$ cat src/rtl/config.svh
// Screen geometry shared by the game logic and the score keeper.
// Goal thresholds are sized to the ball position width so comparisons stay width-clean.
`ifndef PONG_CONFIG_SVH
`define PONG_CONFIG_SVH

`define X_POS_W       10
`define SCREEN_BORDER 10'd8
`define SCREEN_H_RES  10'd640

`endif

$ cat src/rtl/pong_pkg.sv
// Shared types and BCD helpers for the pong score keeper.
package pong_pkg;

    typedef enum logic [1:0] {
        SERVE = 2'd0,
        PLAY  = 2'd1,
        OVER  = 2'd2
    } score_state_t;

    typedef logic [7:0] bcd2_t;

    // Two-digit BCD increment; 99 wraps to 00.
    function automatic bcd2_t bcd_inc(input bcd2_t v);
        bcd2_t r;
        if (v[3:0] != 4'd9) begin
            r = {v[7:4], v[3:0] + 4'd1};
        end else if (v[7:4] != 4'd9) begin
            r = {v[7:4] + 4'd1, 4'd0};
        end else begin
            r = 8'h00;
        end
        return r;
    endfunction

    function automatic bcd2_t to_bcd(input int v);
        return {4'(v / 10), 4'(v % 10)};
    endfunction

endpackage

$ cat src/rtl/bcd2_counter.sv
// Two-digit BCD score counter with synchronous clear (clear wins over increment).
module bcd2_counter
    import pong_pkg::*;
(
    input  logic       clk_i,
    input  logic       rst_ni,
    input  logic       inc_i,
    input  logic       clr_i,
    output logic [7:0] count_o
);

    bcd2_t count_q, count_d;

    always_comb begin
        count_d = count_q;
        if (clr_i) begin
            count_d = 8'h00;
        end else if (inc_i) begin
            count_d = bcd_inc(count_q);
        end
    end

    always_ff @(posedge clk_i or negedge rst_ni) begin
        if (!rst_ni) begin
            count_q <= 8'h00;
        end else begin
            count_q <= count_d;
        end
    end

    assign count_o = count_q;

endmodule

$ cat src/rtl/score_keeper.sv
// Pong score keeper: goal detection, BCD scores, SERVE/PLAY/OVER sequencing.
// SCORE_SERVE_PAUSE_EN builds the serve pause counter; otherwise SERVE lasts one cycle.
`include "config.svh"

module score_keeper
    import pong_pkg::*;
#(
    parameter int WIN_SCORE    = 11,
    parameter int SERVE_FRAMES = 60
) (
    input  logic                clk_i,
    input  logic                rst_ni,
    input  logic                new_frame_i,
    input  logic [`X_POS_W-1:0] ball_x_i,
    input  logic                restart_i,
    output logic [7:0]          player_score_o,
    output logic [7:0]          enemy_score_o,
    output logic                serve_hold_o,
    output logic                score_evt_o,
    output logic                game_over_o,
    output logic                winner_o,
    output logic [1:0]          state_o
);

    localparam bcd2_t WIN_BCD = to_bcd(WIN_SCORE);

    score_state_t state_q, state_d;
    logic  armed_q, armed_d, winner_q, winner_d, evt_q, evt_d, restart_q;
    logic  serve_done, sample, player_goal, enemy_goal, scoring;
    logic  player_pt, enemy_pt, point, win_hit, restart_rise, clr_scores;
    bcd2_t player_score, enemy_score;

`ifdef SCORE_SERVE_PAUSE_EN
    logic [7:0] cnt_q, cnt_d;

    // Held at SERVE_FRAMES outside SERVE so every entry starts from a full count.
    always_comb begin
        cnt_d = cnt_q;
        if (state_q != SERVE) begin
            cnt_d = 8'(SERVE_FRAMES);
        end else if (new_frame_i && cnt_q != 8'd0) begin
            cnt_d = cnt_q - 8'd1;
        end
    end

    always_ff @(posedge clk_i or negedge rst_ni) begin
        if (!rst_ni) begin
            cnt_q <= 8'(SERVE_FRAMES);
        end else begin
            cnt_q <= cnt_d;
        end
    end

    assign serve_done = (cnt_q == 8'd0);
`else
    localparam int serve_frames_unused = SERVE_FRAMES;
    assign serve_done = 1'b1;
`endif

    // A strobe landing on the serve-to-play transition is discarded entirely.
    assign sample       = new_frame_i && !(state_q == SERVE && serve_done);
    assign player_goal  = (ball_x_i < `SCREEN_BORDER);
    assign enemy_goal   = (ball_x_i > `SCREEN_H_RES);
    assign scoring      = sample && armed_q && (state_q == PLAY);
    assign player_pt    = scoring && player_goal;
    assign enemy_pt     = scoring && enemy_goal;
    assign point        = player_pt || enemy_pt;
    assign win_hit      = (player_pt && (bcd_inc(player_score) == WIN_BCD)) ||
                          (enemy_pt  && (bcd_inc(enemy_score)  == WIN_BCD));
    assign restart_rise = restart_i && !restart_q;
    assign clr_scores   = (state_q == OVER) && restart_rise;

    bcd2_counter u_player (
        .clk_i   (clk_i),
        .rst_ni  (rst_ni),
        .inc_i   (player_pt),
        .clr_i   (clr_scores),
        .count_o (player_score)
    );

    bcd2_counter u_enemy (
        .clk_i   (clk_i),
        .rst_ni  (rst_ni),
        .inc_i   (enemy_pt),
        .clr_i   (clr_scores),
        .count_o (enemy_score)
    );

    always_ff @(posedge clk_i or negedge rst_ni) begin
        if (!rst_ni) begin
            state_q <= SERVE;
        end else begin
            state_q <= state_d;
        end
    end

    always_comb begin
        state_d = state_q;
        case (state_q)
            SERVE:   if (serve_done) state_d = PLAY;
            PLAY:    if (point) state_d = win_hit ? OVER : SERVE;
            OVER:    if (restart_rise) state_d = SERVE;
            default: state_d = SERVE;
        endcase
    end

    always_comb begin
        game_over_o = (state_q == OVER);
`ifdef SCORE_SERVE_PAUSE_EN
        serve_hold_o = (state_q != PLAY);
`else
        serve_hold_o = (state_q == OVER);
`endif
    end

    // Armed drops on a scored goal and returns on the next in-bounds sample.
    always_comb begin
        armed_d = armed_q;
        if (sample) begin
            if (!player_goal && !enemy_goal) begin
                armed_d = 1'b1;
            end else if (point) begin
                armed_d = 1'b0;
            end
        end
        winner_d = winner_q;
        if (win_hit) begin
            winner_d = player_pt;
        end
        evt_d = point;
    end

    always_ff @(posedge clk_i or negedge rst_ni) begin
        if (!rst_ni) begin
            armed_q   <= 1'b1;
            winner_q  <= 1'b0;
            evt_q     <= 1'b0;
            restart_q <= 1'b0;
        end else begin
            armed_q   <= armed_d;
            winner_q  <= winner_d;
            evt_q     <= evt_d;
            restart_q <= restart_i;
        end
    end

    assign player_score_o = player_score;
    assign enemy_score_o  = enemy_score;
    assign score_evt_o    = evt_q;
    assign winner_o       = winner_q;
    assign state_o        = state_q;

endmodule
$ cat config.mk
export PLATFORM = sky130hd
export DESIGN_NAME = score_keeper
export DESIGN_NICKNAME = d
export VERILOG_FILES = /design/src/rtl/pong_pkg.sv /design/src/rtl/bcd2_counter.sv /design/src/rtl/score_keeper.sv
export VERILOG_INCLUDE_DIRS = /design/src /design/src/rtl
export SDC_FILE = /design/constraint.sdc
export NUM_CORES = 1
export LEC_CHECK = 0
export BUFFER_PORTS_ARGS = -buffer_cell sky130_fd_sc_hd__buf_2
export CORE_ASPECT_RATIO = 1.1
export CORE_MARGIN = 2
export CORE_UTILIZATION = 51
export DETAILED_ROUTE_END_ITERATION = 7
export PLACE_DENSITY = 0.75
export REMOVE_ABC_BUFFERS = 1
export SLEW_MARGIN = 5
export SYNTH_ARGS = -nofsm -noshare
export SYNTH_HDL_FRONTEND = slang
export SYNTH_SLANG_ARGS = --single-unit
$ cat constraint.sdc
create_clock -name clk_i -period 2.28 [get_ports clk_i]
set_input_delay 0.114 -clock clk_i [delete_from_list [all_inputs] [get_ports clk_i]]
set_output_delay 0.114 -clock clk_i [all_outputs]
set_load 0.05 [all_outputs]
# Word level (Yosys, flattened, before mapping)

Index checks and enable logic that the tools add are counted.
Widths: inputs -> output; s select.

Register bits: 22
Output and inout bits: 22
Word-level logic and storage cells: 59

Add/subtract/negate cells: 4
Magnitude comparators: 2
Equal/unequal tests: 10
Muxes and demuxes: 14
Reductions and logical operators: 22

Operators with widths:

| cell                 | number |
|---|---|
| $mux 8               | 8 |
| $add 4x1->4 const B  | 4 |
| $eq 8x5->1 const B   | 2 |
| $ne 4x4->1 const B   | 4 |
| $gt 10x10->1 const B | 1 |
| $logic_and 1x1->1    | 10 |
| $lt 10x4->1 const B  | 1 |
| $mux 2               | 3 |
| $pmux 2 s3           | 1 |
| $reduce_bool 2->1    | 3 |
| $logic_not 1->1      | 4 |
| $reduce_and 2->1     | 2 |
| $eq 2x1->1 const B   | 1 |
| $eq 2x2->1 const B   | 1 |
| $logic_not 2->1      | 1 |
| $logic_or 1x1->1     | 2 |
| $mux 1               | 2 |
| $ne 2x1->1 const B   | 1 |
| $ne 2x2->1 const B   | 1 |

# Logic depth before layout (Yosys ltp)

Gate-level depths: netlist (run 1).

Depth after elaboration: 11
Depth in mapped cells: 5

# Modules after synthesis

A second synthesis (run 1) with hierarchy kept.

Cell total of the unflattened synthesis: 136
Area, all modules: 1318.8 um^2

Modules (own cells, without submodules):

| module       | instances | cells an instance | area each (um^2) |
|---|---|---|---|
| bcd2_counter | 2         | 50                | 481.7 |
| score_keeper | 1         | 36                | 355.3 |

# Least setup slack after synthesis (run 1)

OpenSTA, ideal clock, no wires.

Kind: reg-to-reg
From: register state_q[1] (netlist: state_o[1])
To: register u_enemy.count_q[4] (netlist: u_enemy.count_o[4])
Library setup time: 0.126 ns
Arrival time: 2.428 ns
Data required time: 2.154 ns
Slack: -0.274 ns
Cell stages (with the launch flop): 5
Period minus slack after synthesis: 2.554 ns
Cells stage by stage: dfrtp_1 -> nor2b_1 -> nor3b_2 -> nor2_1 -> a221o_1

Elaborated cells on any way between the ends: 11
Classes of those cells: eq/ne (2); mux (1); reduce/logical (8)

RTL lines:

| what                                        | line               | RTL |
|---|---|---|
| from (decl)                                 | score_keeper.sv:27 | `score_state_t state_q, state_d;` |
| from (signal assigned)                      | score_keeper.sv:93 | `state_q <= state_d;` |
| $eq 2x2->1 *                                | -                  |  |
| via game_over_o                             | score_keeper.sv:20 | `output logic game_over_o,` |
| $logic_and 1x1->1 *                         | score_keeper.sv:71 | `assign clr_scores = (state_q == OVER) && restart_rise;` |
| $mux 8 or $reduce_bool 2->1 (tied branches) | -                  |  |
| to (signal assigned)                        | bcd2_counter.sv:27 | `count_q <= count_d;` |
| to (decl)                                   | bcd2_counter.sv:12 | `bcd2_t count_q, count_d;` |

Mark *: on every way through the listed nets, which the timed path passes. The rest lies on a longest branch.
A chain may end at the register's enable or synchronous reset.

# Final worst setup path (run 1)

From: register armed_q
To: register u_enemy.count_q[4] (netlist: u_enemy.count_o[4])

Word-level cells in the longest chain between the ends: 4

RTL lines:

| what                           | line                | RTL |
|---|---|---|
| from (decl)                    | score_keeper.sv:28  | `logic armed_q, armed_d, winner_q, winner_d, evt_q, evt_d, restart_q;` |
| from (signal assigned)         | score_keeper.sv:140 | `armed_q <= armed_d;` |
| $logic_and 1x1->1 (2 in a row) | score_keeper.sv:64  | `assign scoring = sample && armed_q && (state_q == PLAY);` |
| $logic_and 1x1->1              | score_keeper.sv:66  | `assign enemy_pt = scoring && enemy_goal;` |
| $reduce_bool 2->1 (no line)    | -                   |  |

Every way passes these cells.

==> results of run 1 <==
-- cells in the mapped netlist (2+ instances only) --
cell type,n
a221oi_1,2
a22oi_1,2
nand4b_1,2
nor4_1,4
nand2b_1,6
nand2_1,9
o31ai_1,3
nand3_1,11
nor2b_1,2
a21o_1,3
buf_2,3
nand4bb_1,2
a22o_1,2
inv_1,5
nor2_1,5
nor3_1,4
dfrtp_1,21
o21ai_0,14
o2bb2ai_1,2
or4_1,3
a21oi_1,6
or3_1,2
-- power by group through the flow --
stage | Combinational (W) | Sequential [W] | Clock, W
after CTS | 0.000359 | 0.000526 | 0.000192
after global routing | 0.000382 | 0.000540 | 0.000207
after global placement | 0.000348 | 0.000528 | 0
after floorplan | 0.000123 | 0.000659 | 0
after detailed placement | 0.000355 | 0.000533 | 0
final | 0.000357 | 0.000528 | 0.000189
-- worst paths after layout --
check                                 endpoint         from  cells past startpoint
setup / recovery            u_enemy.count_o[4]      armed_q                      4
hold / removal                         armed_q  new_frame_i                      3
setup reg to reg            u_enemy.count_o[4]      armed_q                      4
hold reg to reg                       winner_o     winner_o                      1
max in group asynchronous              armed_q       rst_ni                      2
min in group asynchronous  u_player.count_o[2]       rst_ni                      2
-- kinds of logic after synthesis --
logic type      Yosys count
compound gates           42
flops                    22
mux                       2
buf+inv                  10
simple gates             62
-- metal layers --
layer  wire length (um)  part of all wire, %  global-route usage, %  vias up
met4                 28                 0.94                   8.42        0
met1               1390                   47                   29.7      591
met5                  0                    0                      0        -
met3                145                  4.9                   3.40        4
met2               1410                   47                   33.5       41
li1                   -                    -                      -      613
-- metrics by stage --
step                cell area [um^2]  utilization [%]  setup slack, ns  hold WS [ns]
floorplan                       1280                -           -0.950        -0.182
global placement                1500             60.7            0.567         0.106
detailed placement              1500             60.7            0.514         0.109
CTS                             1550             62.6            0.507        0.0437
global route                    1550             62.6            0.337        0.0717
finish                          1550             62.6            0.504        0.0428
-- area by class of cell --
type / instances / area, um^2 / area share [%]
Clock buffer: 4 / 26.3 / 1.70
Tap cell: 31 / 38.8 / 2.51
Sequential cell: 22 / 552 / 35.7
Inverter: 5 / 18.8 / 1.21
Timing Repair Buffer: 38 / 203 / 13.1
Multi-Input combinational cell: 106 / 709 / 45.8
-- registers in the layout, indices dropped and copies added (netlist names) --
signal and flops:
u_enemy.count_o 8, score_evt_o 1, u_player.count_o 8, winner_o 1
armed_q 1, state_o 2, restart_q 1
-- critical path, delay by kind of cell, from the launching register on --
family	cells	cell delay, ns
AO/OA/AOI/OAI	2	0.75
AND/OR/NAND/NOR	2	0.36
flip-flops	1	0.56
==> results.sh, run 1 <==
export IMPL_grt_ovfl_total=0
export IMPL_synth_xor_area_share_pct=0
export IMPL_cts_setup_buffers=0
export IMPL_async_flop_share_pct=100
export IMPL_drtIter0Drc=45
export IMPL_worst_ir_drop_vdd_uv=643
export IMPL_totalWireLength_um=2980
export IMPL_cp_arrival_ns=1.98
export IMPL_netSwitchingPower_w=0.000457
export IMPL_final_cell_mix="35 x buf_2, 21 x dfrtp_1, 14 x o21ai_0"
export IMPL_tightestPinTransition_ns=0.577
export IMPL_fin_cells=206
export IMPL_synth_top_family_by_area="simple AND/OR/NAND/NOR gates"
export IMPL_ys_warn_count=0
export IMPL_critPathMaxFanout=6
export IMPL_syn_area_mm2=0.00131
export IMPL_antenna_found_initial=0
export IMPL_post_drt_via_cell_ratio=6.06
export IMPL_p_per_area_mw_per_mm2=693
export IMPL_timing_critical_path_required_ns=2.48
export IMPL_status="complete, no violations"
export IMPL_grt_pass1_vias=1139
export IMPL_synth_top_area_share_pct=40.2
export IMPL_hold_path_class="primary input to flip-flop"
export IMPL_synth_mux_area_share_pct=1.63
export IMPL_antenna_cells=0
export IMPL_drc=0
export IMPL_relSlewSlack_pct=61.3
export IMPL_min_period_ns=1.78
export IMPL_path_class="flip-flop to flip-flop"
export IMPL_grt_max_degree=23
export IMPL_yosys_area_share_simple_pct=30.9
export IMPL_pwr_share_seq_pct=49.2
export IMPL_vias=1249
export IMPL_start_util_pct=52.8
export IMPL_gp_congestion=0.823
export IMPL_p_clk_share_pct=17.6
export IMPL_report_power_total_w=0.00107
export IMPL_synth_edff_count=0
export IMPL_dp_cells=200
export IMPL_grt_use_total_pct=21.4
export IMPL_final_net_count=190
export IMPL_die_w_um=52.3
export IMPL_setup_viol=0
export IMPL_io_buffers=35
export IMPL_final_layout_size_suffix_gt1_share_pct=27.4
export IMPL_detail_route_first_pass_iterations=4
export IMPL_final_common_cell="buf_2"
export IMPL_end_kind="flip-flop"
export IMPL_fin_crit_sh_pct=77.9
export IMPL_rsz0062_at_grt="no"
export IMPL_ys_flop_type="dfrtp_1"
export IMPL_yosysSeqAreaShare_pct=42.2
export IMPL_clockBufferDepth=2
export IMPL_hold_viol=0
export IMPL_die_y_um=57.1
export IMPL_max_stage_delay_ns=0.56
export IMPL_clk_latency_ns=0.31
export IMPL_yosys_top_cells_area="dfrtp_1 40%, o21ai_0 5.4%, nand3_1 4.2%"
export IMPL_die_area_mm2=0.00298
export IMPL_clkTransAtPathRegs_ns=0.12
export IMPL_synth_seq_cells=22
export IMPL_p_int_w=0.000616
export IMPL_synth_compound_area_share_pct=21.7
export IMPL_area_growth_pct=18.5
export IMPL_cts_root_buf="clkbuf_4"
export IMPL_fmax_mhz=563
export IMPL_cts_resized=0
export IMPL_cts_hold_buf=2
export IMPL_core_area_mm2=0.00247
export IMPL_wl_per_cell_um=14.5
export IMPL_start_kind="flip-flop"
export IMPL_sw_frac_of_total_pct=42.6
export IMPL_synth_top_cell_by_area="dfrtp_1"
export IMPL_drv_slew=0
export IMPL_path_cells="nand4b_1 > a211oi_1 > nor2_1 > a221o_1"
export IMPL_worst_clock_skew_ns=0.00533
export IMPL_dpl_hpwl_um=2200
export IMPL_pwr_share_comb_pct=33.2
export IMPL_num_io_pins=36
export IMPL_fillCellCount=224
export IMPL_cts_tree="yes"
export IMPL_cp_slowest_cell="dfstp_2"
export IMPL_finalSetupTns_ns=0
export IMPL_synthAdderAreaFrac_pct=0
export IMPL_cts_sinks=22
export IMPL_ys_types=47
export IMPL_grt_pass1_wl_um=4920
export IMPL_numCtsBuffers=3
export IMPL_synth_area_per_cell_um2=9.47
export IMPL_h_tree_depth=1
export IMPL_p_leak_nw=0.702
export IMPL_fp_row_count=19
export IMPL_synth_cells=138
export IMPL_r2r_slack_ns=0.50
export IMPL_drv_cap=0
export IMPL_ant_nets=0
No activity file was read; power rests on OpenSTA's default activity.
==> run 2: changes to the inputs <==
--- a/config.mk
+++ b/config.mk
@@ -9,9 +9,9 @@
 export BUFFER_PORTS_ARGS = -buffer_cell sky130_fd_sc_hd__buf_2
 export CORE_ASPECT_RATIO = 1.1
 export CORE_MARGIN = 2
-export CORE_UTILIZATION = 51
+export CORE_UTILIZATION = 46
 export DETAILED_ROUTE_END_ITERATION = 7
-export PLACE_DENSITY = 0.75
+export PLACE_DENSITY = 0.71
 export REMOVE_ABC_BUFFERS = 1
 export SLEW_MARGIN = 5
 export SYNTH_ARGS = -nofsm -noshare
==> constraint.sdc (replaced) <==
create_clock -name clk_i -period 1.5 [get_ports clk_i]
set_input_delay 0.075 -clock clk_i [delete_from_list [all_inputs] [get_ports clk_i]]
set_output_delay 0.075 -clock clk_i [all_outputs]
set_load 0.05 [all_outputs]
==> run 2 against run 1 <==
Net effect: the flow now finishes with violations (setup timing); clock skew up 0.0053 ns; sequential power up 37%; global-route usage is 3.3 points higher; largest power group is now combinational logic; critical endpoint unchanged; flip-flop and latch count unchanged; highest routed layer unchanged; count of clock-buffer cells in the layout decreased by 1; first-iteration DRC count grew 67%.
==> results.sh, run 2 (synthesized netlist as in run 1, its figures left out) <==
export IMPL_status="complete, but fails checks"
export IMPL_violations="setup timing"
export IMPL_relSlewSlack_pct=64.3
export IMPL_gp_congestion=0.840
export IMPL_cts_sinks=22
export IMPL_p_clk_share_pct=22.4
export IMPL_pwr_share_comb_pct=42.8
export IMPL_setup_slack_ns=-0.138
export IMPL_path_cells="nand4b_1 > a211oi_2 > nor2_2 > a221o_1"
export IMPL_p_int_w=0.00125
export IMPL_io_buffers=35
export IMPL_final_common_cell="buf_2"
export IMPL_fin_crit_sh_pct=109
export IMPL_end_kind="flip-flop"
export IMPL_antenna_found_initial=0
export IMPL_post_drt_via_cell_ratio=5.98
export IMPL_pwr_share_seq_pct=34.8
export IMPL_place_ws_ns=-0.128
export IMPL_wl_per_cell_um=17.1
export IMPL_fmax_mhz=611
export IMPL_numCtsBuffers=3
export IMPL_final_layout_size_suffix_gt1_share_pct=53.7
export IMPL_setup_viol=16
export IMPL_cts_root_buf="clkbuf_4"
export IMPL_final_core_util_pct=76.7
export IMPL_grt_pass1_wl_um=5840
export IMPL_cp_slowest_cell="dfstp_2"
export IMPL_grt_ovfl_total=0
export IMPL_core_area_mm2=0.00273
export IMPL_netSwitchingPower_w=0.000832
export IMPL_clk_latency_ns=0.32
export IMPL_cts_tree="yes"
export IMPL_grt_pass1_vias=1325
export IMPL_max_stage_delay_ns=0.56
export IMPL_antenna_cells=0
export IMPL_start_kind="flip-flop"
export IMPL_final_cell_mix="33 x buf_2, 30 x buf_4, 21 x dfrtp_1"
export IMPL_h_tree_depth=1
export IMPL_vias=1476
export IMPL_timing_critical_path_required_ns=1.71
export IMPL_drv_cap=0
export IMPL_die_y_um=59.9
export IMPL_finalSetupTns_ns=-1.14
export IMPL_drc=0
export IMPL_rsz0062_at_grt="yes"
export IMPL_clkTransAtPathRegs_ns=0.14
export IMPL_ant_nets=0
export IMPL_critPathMaxFanout=4
export IMPL_die_area_mm2=0.00328
export IMPL_p_leak_nw=0.966
export IMPL_path_class="flip-flop to flip-flop"
export IMPL_die_w_um=54.8
export IMPL_worst_ir_drop_vdd_uv=929
export IMPL_num_io_pins=36
export IMPL_final_net_count=229
export IMPL_cp_arrival_ns=1.84
export IMPL_totalWireLength_um=4220
export IMPL_detail_route_first_pass_iterations=4
export IMPL_start_util_pct=47.9
export IMPL_area_growth_pct=60.2
export IMPL_grt_use_total_pct=24.7
export IMPL_drtIter0Drc=75
export IMPL_dpl_hpwl_um=2590
export IMPL_tightestPinTransition_ns=0.531
export IMPL_hold_path_class="primary input to flip-flop"
export IMPL_clockBufferDepth=2
export IMPL_sw_frac_of_total_pct=39.9
export IMPL_grt_max_degree=23
export IMPL_drv_slew=0
export IMPL_r2r_slack_ns=-0.14
export IMPL_worst_clock_skew_ns=0.0106
export IMPL_fp_row_count=20
export IMPL_p_per_area_mw_per_mm2=997
export IMPL_min_period_ns=1.64
export IMPL_hold_viol=0
[run 2: metrics by stage]
stage	instances	instance area [um^2]	hold slack, ns	total power, W
global route	247	2090	0.210	0.00218
detailed placement	233	1740	0.0742	0.00148
CTS	243	1910	0.191	0.00200
finish	247	2090	0.211	0.00208
floorplan	133	1280	-0.221	0.00119
global placement	233	1740	0.0734	0.00146
[run 2: area by class of cell]
type,instances,area (um^2)
Timing Repair Buffer,77,544
Sequential cell,22,552
Multi-Input combinational cell,106,883
Inverter,5,18.8
Tap cell,33,41.3
Clock inverter,1,30.0
Fill cell,190,636
Clock buffer,3,22.5
[run 2: critical path: cells and delay by family (launching register included)]
family | cells | cell delay (ns)
AOI/OAI and AO/OA | 2 | 0.65
DFF | 1 | 0.56
and+or+nand+nor | 2 | 0.32
[run 2: final timing paths]
path / startpoint / depth (start not counted) / end
setup / recovery: armed_q / 4 / u_enemy.count_o[4]
hold / removal: ball_x_i[7] / 5 / u_player.count_o[4]
setup reg to reg: armed_q / 4 / u_enemy.count_o[4]
hold reg to reg: winner_o / 1 / winner_o
max in group asynchronous: rst_ni / 2 / armed_q
min in group asynchronous: rst_ni / 2 / state_o[1]
[run 2: power groups by stage]
stage / combinational [W] / sequential (W) / clock, W
final: 0.000893 / 0.000726 / 0.000466
after global routing: 0.000941 / 0.000734 / 0.000510
after CTS: 0.000800 / 0.000727 / 0.000469
after detailed placement: 0.000745 / 0.000736 / 0
after global placement: 0.000734 / 0.000724 / 0
after floorplan: 0.000186 / 0.00100 / 0
[run 2: per-layer routing]
metal | track usage [%] | wire length [um]
met1 | 31.2 | 1670
met2 | 40.0 | 2280
met3 | 3.75 | 188
met4 | 12.9 | 90
met5 | 0 | 0
[run 2: what timing repair did]
item / 4_1_cts / 5_1_grt
setup buffers: 2 / 5
pin swaps: 10 / 8
hold endpoints to repair: 23 / 0
resized for setup: 19 / 35
hold buffers: 3 / 0
cloned: 1 / 0
endpoints found under the setup margin: 13 / 20
==> run 3: changes to the inputs <==
==> constraint.sdc (replaced) <==
create_clock -name clk_i -period 1.4 [get_ports clk_i]
set_input_delay 0.07 -clock clk_i [delete_from_list [all_inputs] [get_ports clk_i]]
set_output_delay 0.07 -clock clk_i [all_outputs]
set_load 0.05 [all_outputs]
==> run 3 against run 2 <==
Net effect: the run still ends with setup timing left; combinational power rose by 14%; sequential share of layout area fell by 1.6 points; non-clock buffer count rose by 10; die area stayed put; clock power shrank 33%; largest power group unchanged.
==> results.sh, run 3 (synthesized netlist as in run 1, its figures left out) <==
export IMPL_holdPathEnd="armed_q"
export IMPL_reg2reg_depth=4
export IMPL_cts_root_buf="clkbuf_4"
export IMPL_wl_per_cell_um=17.6
export IMPL_fmax_mhz=595
export IMPL_fin_crit_sh_pct=120
export IMPL_antenna_cells=0
export IMPL_grt_max_degree=23
export IMPL_totalWireLength_um=4520
export IMPL_antenna_found_initial=0
export IMPL_clkTransAtPathRegs_ns=0.13
export IMPL_cp_slowest_cell="dfstp_2"
export IMPL_r2r_start="armed_q"
export IMPL_r2r_end="u_enemy.count_o[2]"
export IMPL_timing_critical_path_required_ns=1.66
export IMPL_relSlewSlack_pct=63.8
export IMPL_grt_pass1_wl_um=6220
export IMPL_post_drt_via_cell_ratio=6.06
export IMPL_grt_use_total_pct=26.1
export IMPL_multiInputGateArea_um2=963
export IMPL_setup_viol=22
export IMPL_final_cell_mix="40 x buf_4, 33 x buf_2, 21 x dfrtp_1"
export IMPL_fin_hold_ws_ns=0.0220
export IMPL_start_kind="flip-flop"
export IMPL_final_core_util_pct=81.7
export IMPL_worst_ir_drop_vdd_uv=1070
export IMPL_die_y_um=59.9
export IMPL_die_area_mm2=0.00328
export IMPL_min_path_cells=3
export IMPL_io_buffers=35
export IMPL_cts_tree="yes"
export IMPL_final_common_cell="buf_4"
export IMPL_drtIter0Drc=79
export IMPL_detail_route_first_pass_iterations=4
export IMPL_start_util_pct=47.9
export IMPL_vias=1557
export IMPL_fillCellCount=164
export IMPL_area_growth_pct=70.7
export IMPL_tightestPinTransition_ns=0.539
export IMPL_final_net_count=239
export IMPL_clockBufferDepth=2
export IMPL_seqCellArea_um2=552
export IMPL_path_class="flip-flop to flip-flop"
export IMPL_ant_nets=0
export IMPL_r2r_slack_ns=-0.28
export IMPL_p_leak_nw=1.04
export IMPL_worst_clock_skew_ns=0.0188
export IMPL_status="complete, but fails checks"
export IMPL_end_kind="flip-flop"
export IMPL_rsz0062_at_grt="yes"
export IMPL_violations="setup timing"
export IMPL_num_io_pins=36
export IMPL_max_stage_delay_ns=0.57
export IMPL_dpl_hpwl_um=2660
export IMPL_path_cells="nand4b_1 > a211o_2 > or3_1 > a21oi_1"
export IMPL_final_layout_size_suffix_gt1_share_pct=58.5
export IMPL_drv_cap=0
export IMPL_numCtsBuffers=3
export IMPL_drc=0
export IMPL_critPathMaxFanout=3
export IMPL_gp_congestion=0.832
export IMPL_drv_slew=0
export IMPL_min_from="new_frame_i"
export IMPL_min_period_ns=1.68
export IMPL_grt_pass1_vias=1344
export IMPL_fp_row_count=20
export IMPL_hold_viol=0
export IMPL_setup_slack_ns=-0.282
export IMPL_core_area_mm2=0.00273
export IMPL_h_tree_depth=1
export IMPL_p_per_area_mw_per_mm2=947
export IMPL_hold_path_class="primary input to flip-flop"
export IMPL_cts_sinks=22
export IMPL_cp_arrival_ns=1.94
export IMPL_die_w_um=54.8
export IMPL_clk_latency_ns=0.32
export IMPL_grt_ovfl_total=0
run 3: changes by cell type in the layout (fill, tap and decap cells not counted), sizes merged:
cell and delta:
buf +11, bufinv -1, clkbuf +1, dlygate4sd3 -1
run 3: worst max path at each step:
stage	cells after the start	to	from	slack, ns
3_5_place_dp	5	u_player.count_o[6]	armed_q	-0.30
6_report	4	u_enemy.count_o[2]	armed_q	-0.28
4_1_cts	5	u_player.count_o[5]	armed_q	-0.18
3_3_place_gp	5	u_player.count_o[6]	armed_q	-0.20
5_1_grt	5	u_enemy.count_o[2]	armed_q	-0.38
2_1_floorplan	4	u_enemy.count_o[4]	state_o[1]	-1.83
run 3: what timing repair did:
| item | in CTS | in global routing |
|---|---|---|
| cloned | 0 | 0 |
| gates resized for setup | 40 | 32 |
| hold buffers | 2 | 0 |
| endpoints found under the hold margin | 22 | 0 |
| endpoints found under the setup margin | 21 | 23 |
| pin swaps | 16 | 7 |
| buffers inserted | 5 | 6 |
run 3: report_power, final:
group,switching (W),internal (W)
Clock,0.000200,0.000112
Sequential,0.0000660,0.000713
Combinational,0.000624,0.000397
Total,0.000890,0.00122
run 3: worst max-delay path: cells and delay by family (launching register included):
kind / cells / cell delay, ns
and+or+nand+nor: 2 / 0.55
DFF: 1 / 0.57
AOI/OAI and AO/OA: 2 / 0.52
run 3: final cells by class:
| class | count | area share (%) |
|---|---|---|
| multi-input cells | 106 | 43.2 |
| repair buffers | 87 | 28.2 |
| flip-flops and latches | 22 | 24.7 |
| well taps | 33 | 1.85 |
| clock buffers | 4 | 1.18 |
| inverters | 5 | 0.842 |
run 3: metal layers:
layer	up-vias	wire length, um	share of wire (%)	global-route usage [%]
li1	720	-	-	-
met1	744	1910	42	39.0
met2	84	2220	49	38.3
met3	9	327	7.2	4.25
met4	0	67	1.5	7.50
met5	-	0	0	0
run 3: metrics by stage:
step | std cells | worst slack, ns | setup TNS, ns | total power, W | cell area [um^2]
after floorplan | 133 | -1.83 | -20.84 | 0.00127 | 1280
after global routing | 257 | -0.383 | -4.84 | 0.00222 | 2230
after CTS | 251 | -0.185 | -1.81 | 0.00198 | 2040
after global placement | 241 | -0.198 | -1.96 | 0.00159 | 1800
final | 257 | -0.282 | -3.44 | 0.00211 | 2230
after detailed placement | 241 | -0.299 | -2.47 | 0.00161 | 1800
